[src/rtl/ysyx_23060075_ifu_prefetch_if.sv]
// ---------------------------------------------------------------------------
// ysyx_23060075_ifu_prefetch_if
// Bundles the IFU prefetch signals: the redirect input, the decoupled
// request/response instruction-memory port and the instruction stream
// handed to the IDU.
//   master : the fetch unit (drives requests and the instruction stream)
//   slave  : environment side (memory, IDU, redirect source)
// ---------------------------------------------------------------------------
interface ysyx_23060075_ifu_prefetch_if #(
    parameter int ISA_WIDTH = 32
);
    logic                 redirect_valid;
    logic [ISA_WIDTH-1:0] redirect_pc;

    logic                 mem_req_valid;
    logic                 mem_req_ready;
    logic [ISA_WIDTH-1:0] mem_req_addr;
    logic                 mem_rsp_valid;
    logic [ISA_WIDTH-1:0] mem_rsp_data;
    logic                 mem_rsp_err;

    logic                 inst_valid;
    logic                 inst_ready;
    logic [ISA_WIDTH-1:0] inst;
    logic [ISA_WIDTH-1:0] inst_pc;
    logic [ISA_WIDTH-1:0] inst_snpc;
    logic                 inst_fault;

    modport master (
        input  redirect_valid, redirect_pc,
        input  mem_req_ready, mem_rsp_valid, mem_rsp_data, mem_rsp_err,
        input  inst_ready,
        output mem_req_valid, mem_req_addr,
        output inst_valid, inst, inst_pc, inst_snpc, inst_fault
    );

    modport slave (
        output redirect_valid, redirect_pc,
        output mem_req_ready, mem_rsp_valid, mem_rsp_data, mem_rsp_err,
        output inst_ready,
        input  mem_req_valid, mem_req_addr,
        input  inst_valid, inst, inst_pc, inst_snpc, inst_fault
    );
endinterface

[src/rtl/ysyx_23060075_ifu_prefetch.sv]
// ---------------------------------------------------------------------------
// ysyx_23060075_ifu_prefetch
// Instruction fetch unit with one outstanding memory request, an in-order
// prefetch FIFO of {pc, inst, fault} entries and redirect/flush handling.
// Ports:
//   clk  - clock, all state changes on the rising edge
//   rst  - synchronous active-high reset
//   bus  - master modport: redirect in, memory req/rsp, instruction stream out
//
// state | meaning
// ------+---------------------------------------------------------------
// IDLE  | may issue a request at fpc when the FIFO has room
// WAIT  | request accepted, waiting for its response (will be pushed)
// DROP  | request accepted before a redirect, its response is discarded
// HALT  | access fault fetched; no requests until a redirect
// ---------------------------------------------------------------------------
module ysyx_23060075_ifu_prefetch #(
    parameter int                   ISA_WIDTH  = 32,
    parameter logic [ISA_WIDTH-1:0] RESET_PC   = ISA_WIDTH'(32'h8000_0000),
    parameter int                   FIFO_DEPTH = 4
) (
    input logic                               clk,
    input logic                               rst,
    ysyx_23060075_ifu_prefetch_if.master      bus
);
    localparam int PTR_W = $clog2(FIFO_DEPTH);
    localparam int CNT_W = PTR_W + 1;

    typedef enum logic [1:0] {S_IDLE, S_WAIT, S_DROP, S_HALT} state_t;

    state_t               state_q, state_d;
    logic [ISA_WIDTH-1:0] fpc_q;
    logic [ISA_WIDTH-1:0] req_pc_q;
    logic [PTR_W-1:0]     rd_ptr_q, wr_ptr_q;
    logic [CNT_W-1:0]     count_q;

    logic [ISA_WIDTH-1:0] pc_mem    [FIFO_DEPTH];
    logic [ISA_WIDTH-1:0] inst_mem  [FIFO_DEPTH];
    logic                 fault_mem [FIFO_DEPTH];

    logic req_valid, req_fire, push, pop;

    // The space check only happens in IDLE, so the slot of the in-flight
    // request is always reserved and WAIT can push unconditionally.
    always_comb begin
        state_d   = state_q;
        req_valid = 1'b0;
        push      = 1'b0;
        case (state_q)
            S_IDLE: begin
                req_valid = !rst && (count_q < CNT_W'(FIFO_DEPTH));
                if (req_valid && bus.mem_req_ready)
                    state_d = bus.redirect_valid ? S_DROP : S_WAIT;
            end
            S_WAIT: begin
                if (bus.mem_rsp_valid) begin
                    if (bus.redirect_valid) begin
                        state_d = S_IDLE;
                    end else begin
                        push    = 1'b1;
                        state_d = bus.mem_rsp_err ? S_HALT : S_IDLE;
                    end
                end else if (bus.redirect_valid) begin
                    state_d = S_DROP;
                end
            end
            S_DROP: begin
                if (bus.mem_rsp_valid)
                    state_d = S_IDLE;
            end
            S_HALT: begin
                if (bus.redirect_valid)
                    state_d = S_IDLE;
            end
            default: state_d = S_IDLE;
        endcase
    end

    assign req_fire          = req_valid & bus.mem_req_ready;
    assign bus.mem_req_valid = req_valid;
    assign bus.mem_req_addr  = fpc_q;

    assign bus.inst_valid = !rst && (count_q != '0);
    assign pop            = bus.inst_valid & bus.inst_ready & ~bus.redirect_valid;

    assign bus.inst       = inst_mem[rd_ptr_q];
    assign bus.inst_pc    = pc_mem[rd_ptr_q];
    assign bus.inst_snpc  = pc_mem[rd_ptr_q] + ISA_WIDTH'(4);
    assign bus.inst_fault = fault_mem[rd_ptr_q];

    always_ff @(posedge clk) begin
        if (rst) begin
            state_q  <= S_IDLE;
            fpc_q    <= RESET_PC;
            req_pc_q <= '0;
            rd_ptr_q <= '0;
            wr_ptr_q <= '0;
            count_q  <= '0;
        end else begin
            state_q <= state_d;
            if (bus.redirect_valid)
                fpc_q <= bus.redirect_pc & ~ISA_WIDTH'(3);
            else if (req_fire)
                fpc_q <= fpc_q + ISA_WIDTH'(4);
            if (req_fire)
                req_pc_q <= fpc_q;
            if (bus.redirect_valid) begin
                rd_ptr_q <= '0;
                wr_ptr_q <= '0;
                count_q  <= '0;
            end else begin
                if (push)
                    wr_ptr_q <= wr_ptr_q + PTR_W'(1);
                if (pop)
                    rd_ptr_q <= rd_ptr_q + PTR_W'(1);
                count_q <= count_q + CNT_W'(push) - CNT_W'(pop);
            end
        end
    end

    // Fault entries store a zero instruction so the IDU never sees stale data.
    always_ff @(posedge clk) begin
        if (push) begin
            pc_mem[wr_ptr_q]    <= req_pc_q;
            inst_mem[wr_ptr_q]  <= bus.mem_rsp_err ? '0 : bus.mem_rsp_data;
            fault_mem[wr_ptr_q] <= bus.mem_rsp_err;
        end
    end
endmodule

[src/flat_wrapper.sv]
// flat-port wrapper written by rule: the top's interface ports become plain ports
module ysyx_23060075_ifu_prefetch_flat 
#(
    parameter int                   ISA_WIDTH  = 32,
    parameter logic [ISA_WIDTH-1:0] RESET_PC   = ISA_WIDTH'(32'h8000_0000),
    parameter int                   FIFO_DEPTH = 4
)
  (clk, rst, bus_redirect_valid, bus_redirect_pc, bus_mem_req_ready, bus_mem_rsp_valid, bus_mem_rsp_data, bus_mem_rsp_err, bus_inst_ready, bus_mem_req_valid, bus_mem_req_addr, bus_inst_valid, bus_inst, bus_inst_pc, bus_inst_snpc, bus_inst_fault);
  ysyx_23060075_ifu_prefetch_if #(.ISA_WIDTH(ISA_WIDTH)) bus_i ();
  input logic clk;
  input logic rst;
  input wire logic [$bits(bus_i.redirect_valid)-1:0] bus_redirect_valid;
  input wire logic [$bits(bus_i.redirect_pc)-1:0] bus_redirect_pc;
  input wire logic [$bits(bus_i.mem_req_ready)-1:0] bus_mem_req_ready;
  input wire logic [$bits(bus_i.mem_rsp_valid)-1:0] bus_mem_rsp_valid;
  input wire logic [$bits(bus_i.mem_rsp_data)-1:0] bus_mem_rsp_data;
  input wire logic [$bits(bus_i.mem_rsp_err)-1:0] bus_mem_rsp_err;
  input wire logic [$bits(bus_i.inst_ready)-1:0] bus_inst_ready;
  output wire logic [$bits(bus_i.mem_req_valid)-1:0] bus_mem_req_valid;
  output wire logic [$bits(bus_i.mem_req_addr)-1:0] bus_mem_req_addr;
  output wire logic [$bits(bus_i.inst_valid)-1:0] bus_inst_valid;
  output wire logic [$bits(bus_i.inst)-1:0] bus_inst;
  output wire logic [$bits(bus_i.inst_pc)-1:0] bus_inst_pc;
  output wire logic [$bits(bus_i.inst_snpc)-1:0] bus_inst_snpc;
  output wire logic [$bits(bus_i.inst_fault)-1:0] bus_inst_fault;
  assign bus_i.redirect_valid = bus_redirect_valid;
  assign bus_i.redirect_pc = bus_redirect_pc;
  assign bus_i.mem_req_ready = bus_mem_req_ready;
  assign bus_i.mem_rsp_valid = bus_mem_rsp_valid;
  assign bus_i.mem_rsp_data = bus_mem_rsp_data;
  assign bus_i.mem_rsp_err = bus_mem_rsp_err;
  assign bus_i.inst_ready = bus_inst_ready;
  assign bus_mem_req_valid = bus_i.mem_req_valid;
  assign bus_mem_req_addr = bus_i.mem_req_addr;
  assign bus_inst_valid = bus_i.inst_valid;
  assign bus_inst = bus_i.inst;
  assign bus_inst_pc = bus_i.inst_pc;
  assign bus_inst_snpc = bus_i.inst_snpc;
  assign bus_inst_fault = bus_i.inst_fault;
  ysyx_23060075_ifu_prefetch #(.ISA_WIDTH(ISA_WIDTH), .RESET_PC(RESET_PC), .FIFO_DEPTH(FIFO_DEPTH)) u_core (.clk(clk), .rst(rst), .bus(bus_i));
endmodule
[config.mk]
export PLATFORM = sky130hd
export DESIGN_NAME = ysyx_23060075_ifu_prefetch_flat
export DESIGN_NICKNAME = d
export VERILOG_FILES = /design/src/rtl/ysyx_23060075_ifu_prefetch_if.sv /design/src/rtl/ysyx_23060075_ifu_prefetch.sv /design/src/flat_wrapper.sv
export SDC_FILE = /design/constraint.sdc
export NUM_CORES = 1
export LEC_CHECK = 0
export ABC_CLOCK_PERIOD_IN_PS = 3100
export CORE_MARGIN = 5
export CORE_UTILIZATION = 45
export DETAILED_ROUTE_END_ITERATION = 6
export DONT_BUFFER_PORTS = 1
export GPL_TIMING_DRIVEN = 0
export PLACE_DENSITY_LB_ADDON = 0.2
export SYNTH_ARGS = -nofsm -noshare
export SYNTH_HDL_FRONTEND = slang
export SYNTH_SLANG_ARGS = --single-unit
export TNS_END_PERCENT = 10
[constraint.sdc]
create_clock -name clk -period 3.1 [get_ports clk]
set_clock_uncertainty 0.05 [all_clocks]
set_input_delay 0.775 -clock clk [delete_from_list [all_inputs] [get_ports clk]]
set_output_delay 0.775 -clock clk [all_outputs]
set_load 0.005 [all_outputs]
Yosys cells after proc, flatten, opt, wreduce, memory -nomap -nowiden --
Memory sizes are Yosys's and may differ from the RTL's. A register that Yosys moved wholly into a read port is not among the register bits. Cells that the tools add are included.
Operators by class: add/subtract/negate cells 6, magnitude comparators 1, equal/unequal tests 7, mux-type cells 24, bitwise logic cells 4, reductions and logical operators 9
Operators by type and width (count):
- 32-bit two-way mux | 3
- 32-bit by 3-bit adder with 32-bit output (second input constant) | 2
- 2-bit two-way mux | 14
- 2-bit one-hot mux with 4 select lines | 1
- 1-bit two-way mux | 6
- 2-bit by 1-bit adder with 2-bit output (second input constant) | 2
- 2-bit == test (second input constant) | 2
- 2-bit != test (second input constant) | 2
- 4-bit AND reduction | 1
- 3-bit by 1-bit adder with 3-bit output | 1
- 1-bit AND | 3
- 1-bit logical AND | 3
- 3-bit less-than comparator (second input constant) | 1
- 3-bit != test (second input constant) | 1
- 3-bit nonzero test | 1
- 3-bit by 1-bit subtractor with 3-bit output | 1
- 2-bit by 1-bit == test with 1-bit output (second input constant) | 1
- 2-bit zero test | 1
- 2-bit by 1-bit != test with 1-bit output (second input constant) | 1
- 2-bit nonzero test | 1
- 2-bit OR reduction | 1
- 1-bit zero test | 1
- 1-bit inverter | 1
Word-level totals: bits in registers 73, bits in writable memories 260, output and inout bits 131, logic and storage cells 61, memories kept 3
Memory list:
- u_core.inst_mem | words 4, width 32, read ports 1, clocked after memory_dff 1, write ports 1, line ysyx_23060075_ifu_prefetch.sv:38 | logic [ISA_WIDTH-1:0] inst_mem [FIFO_DEPTH];
- u_core.pc_mem | words 4, width 32, read ports 1, clocked after memory_dff 1, write ports 1, line ysyx_23060075_ifu_prefetch.sv:37 | logic [ISA_WIDTH-1:0] pc_mem [FIFO_DEPTH];
- u_core.fault_mem | words 4, width 1, read ports 1, clocked after memory_dff 1, write ports 1, line ysyx_23060075_ifu_prefetch.sv:39 | logic fault_mem [FIFO_DEPTH];

Logic depth before layout (Yosys ltp) --
word-level depth 6, mapped depth 11, depth with buffers taken out 9

Least setup slack after synthesis --
Ideal clock, no wire load.
path type register to output, start register with a tool-made name, end output bus_inst_snpc[24], arrival time 2.383 ns, slack -0.108 ns, stages on the path, launching flop included 10, buffers on the path 3, cells stage by stage dfxtp_1 buf_4 buf_4 buf_4 mux4_2 ha_1 nand3_1 nor3_2 nor4bb_1 xor2_1
RTL lines:
- to (decl) | line flat_wrapper.sv:24 | output wire logic [$bits(bus_i.inst_snpc)-1:0] bus_inst_snpc;

==> metrics.cfg <==
[critical_path]
cp_cell_sequence = buf_12, buf_6, mux4_2, nand4_1, buf_6, nor3_4, buf_6, nand4_1, xnor2_2
cp.required_ns = 2.27
crit_type = flop to primary output
endpoint_kind = primary output
cp.arrival_ns = 2.66
max_stage_delay_ns = 0.40
r2r_start = u_core.state_q[0]$_SDFFE_PP0P_
startpoint_type = flop
cp_slowest_cell = mux4_2
path_common_cell = buf_6
path_delay_family = buffers and inverters
cp_num_buf_inv = 4
cp_max_fo = 7

[outcome]
violations = setup timing
status = complete, but fails checks

[min_path]
hold_path_class = primary input to flop
worstHoldStart = bus_mem_rsp_err

[clocking]
clockRootBuffer = clkbuf_16
clk_transition_reported_paths_ns = 0.06
clock_path_buffers = 3
cts_tree = yes
htreeDepth = 2
clock_latency_ns = 0.50
numCtsBuffers = 34
cts_sinks = 323
holdBufCountCts = 0

[power]
peakVddDrop_mv = 0.404
power_leakage_nw = 5.03
p_per_area_nw_per_um2 = 568

[die]
die_y_um = 181
start_util_pct = 45.7
die_w_um = 181
num_io_pins = 202
rows = 62
core_um2 = 28800
dieArea_um2 = 32700

[sta]
fin_crit_ns = 3.48
worstMarginPinSlew_ns = 0.647
fmax_mhz = 287
grt_setup_unrepaired = true
post-route-period-util_pct = 112
slew_headroom_pct = 56.5
setup_slack_ns = -0.383
final_hold_viol_count = 0
maxSlewViolCount = 0
setup_violations = 26

[yosys]
synth_area_um2 = 13100
syn_area_per_cell_um2 = 15.4
async_flop_share_pct = 0
ys.flop_type = edfxtp_1
yosys-top-cells-area = edfxtp_1 (58%), dfxtp_1 (11%), mux4_2 (11%)
synth_top_area_share_pct = 57.6
synth_warnings = 0
synth-edff-count = 252
yosysSeqAreaShare_pct = 68.4
yosysUniqueCellTypes = 48
netlist_instances = 854
yosysTopAreaCell = edfxtp_1
yosysMostFrequentCell = edfxtp_1
yosys-top-cells-count = edfxtp_1 (252), nand2_1 (96), dfxtp_1 (71)
ys_ff_latch = 323

[layout]
nets = 1002
design_area_um2 = 15500
finalNonFillerCells = 1331
utilization_pct = 53.8
area_growth_pct = 17.8
drive_above_1_share_pct = 21.9
n_antenna_cell = 0

[route]
first_pass_iters = 4
drc_errors = 0
detail_route.wl_per_cell_um = 21.6
num_vias = 7191
drt_wl_total_um = 28700
drt-initial-drc-count = 442
drtAntennaViolNets = 0
via_per_inst = 5.40

[place]
place_inst = 1247
gp_congestion = 0.823
hpwl_um = 19400
placed_area_um2 = 13800
portBuffers = 0
pre_cts_slack_ns = -0.887

[global_routing]
antenna_found_initial = 0
grt_pass1_wl_um = 44200
grt_pass1_vias = 7334
grt-ovfl-total = 0
track_usage_pct = 17.2
grt_max_degree = 50

[flow_run]
max_cap_viol_count = 0

area by class of cell:
class / instances / area [um^2]
Fill cell: 2347 / 13300
Sequential cell: 323 / 8990
Multi-Input combinational cell: 470 / 4180
Clock buffer: 48 / 967
Tap cell: 384 / 480
Timing Repair Buffer: 29 / 393
Buffer: 48 / 315
Clock inverter: 13 / 87.6
Inverter: 16 / 60.1
final timing paths:
check | end | slack (ns) | cells after the start
max | bus_inst_snpc[21] | -0.38 | 9
min | u_core.fault_mem[0]$_DFFE_PP_ | 0.33 | 0
max reg2reg | u_core.bus.mem_req_addr[29]$_SDFFE_PP0P_ | 0.42 | 6
min reg2reg | u_core.req_pc_q[19]$_SDFFE_PP0P_ | 0.45 | 2
layer usage:
layer  vias to the layer above  share of wire, %  track usage [%]
met5                         -                 0                0
met4                         0               1.4             3.39
met3                        34               7.9             5.75
met2                       214                48             28.0
met1                      3566                42             22.9
li1                       3377                 -                -
worst reg2reg max path, delay by kind of cell, from the launching register on:
kind            cells  cell delay, ns
compound gates      1            0.24
buf+inv             1            0.19
flops               1            0.37
simple gates        4            1.76
cell usage in the layout (no fill, tap or decap), drive strengths merged, types with 10 or more instances in the layout:
| master | n |
|---|---|
| a211oi | 15 |
| a21oi | 38 |
| buf | 51 |
| clkbuf | 73 |
| clkinv | 11 |
| dfxtp | 71 |
| edfxtp | 252 |
| inv | 16 |
| mux4 | 63 |
| nand2 | 96 |
| nand3 | 19 |
| nand4 | 17 |
| nor2 | 36 |
| nor2b | 32 |
| nor3 | 13 |
| xnor2 | 43 |
| xor2 | 10 |
logic make-up (layout without fill, tap and decap cells):
| group | count (synthesis) | count (layout) | share of synthesized area (%) |
|---|---|---|---|
| buffers and inverters | 66 | 154 | 2.34 |
| AND/OR/NAND/NOR | 264 | 264 | 10.4 |
| flip-flops | 323 | 323 | 68.4 |
| AO/OA/AOI/OAI | 72 | 72 | 3.31 |
| other | 1 | 6 | 0.0285 |
| adder cells (fa/ha/maj) | 9 | 9 | 0.914 |
| XOR/XNOR | 53 | 53 | 3.53 |
| multiplexers | 66 | 66 | 11.0 |
registers in the layout, summed over array words and instances (netlist names), named ones only:
signal,cells
u_core.count_q,3
u_core.pc_mem,120
u_core.fault_mem,4
u_core.wr_ptr_q,2
u_core.rd_ptr_q,2
u_core.inst_mem,128
u_core.state_q,2
u_core.req_pc_q,30
u_core.bus.mem_req_addr,30
power breakdown:
group          internal [mW]  total (mW)  leakage (nW)  switching (mW)
clock                   2.26        3.81         0.510            1.55
sequential              4.70        4.77          2.89          0.0749
combinational         0.0777       0.211          1.64           0.133
total                   7.03        8.79          5.03            1.76
timing repair:
item,4_1_cts,5_1_grt
gates cloned,2,0
buffers inserted,18,5
resized for setup,68,14
setup endpoints to repair,67,58
pin swaps,18,13
through the flow:
step | power (mW) | hold WS [ns] | TNS [ns]
after detailed placement | 5.07 | 0.440 | -27.83
after global placement | 5.07 | 0.435 | -78.76
after global routing | 9.11 | 0.300 | -10.67
final | 8.79 | 0.330 | -6.78
after CTS | 8.89 | 0.303 | -9.38
after floorplan | 4.99 | 0.410 | 0
No activity file was read; power rests on OpenSTA's default activity.
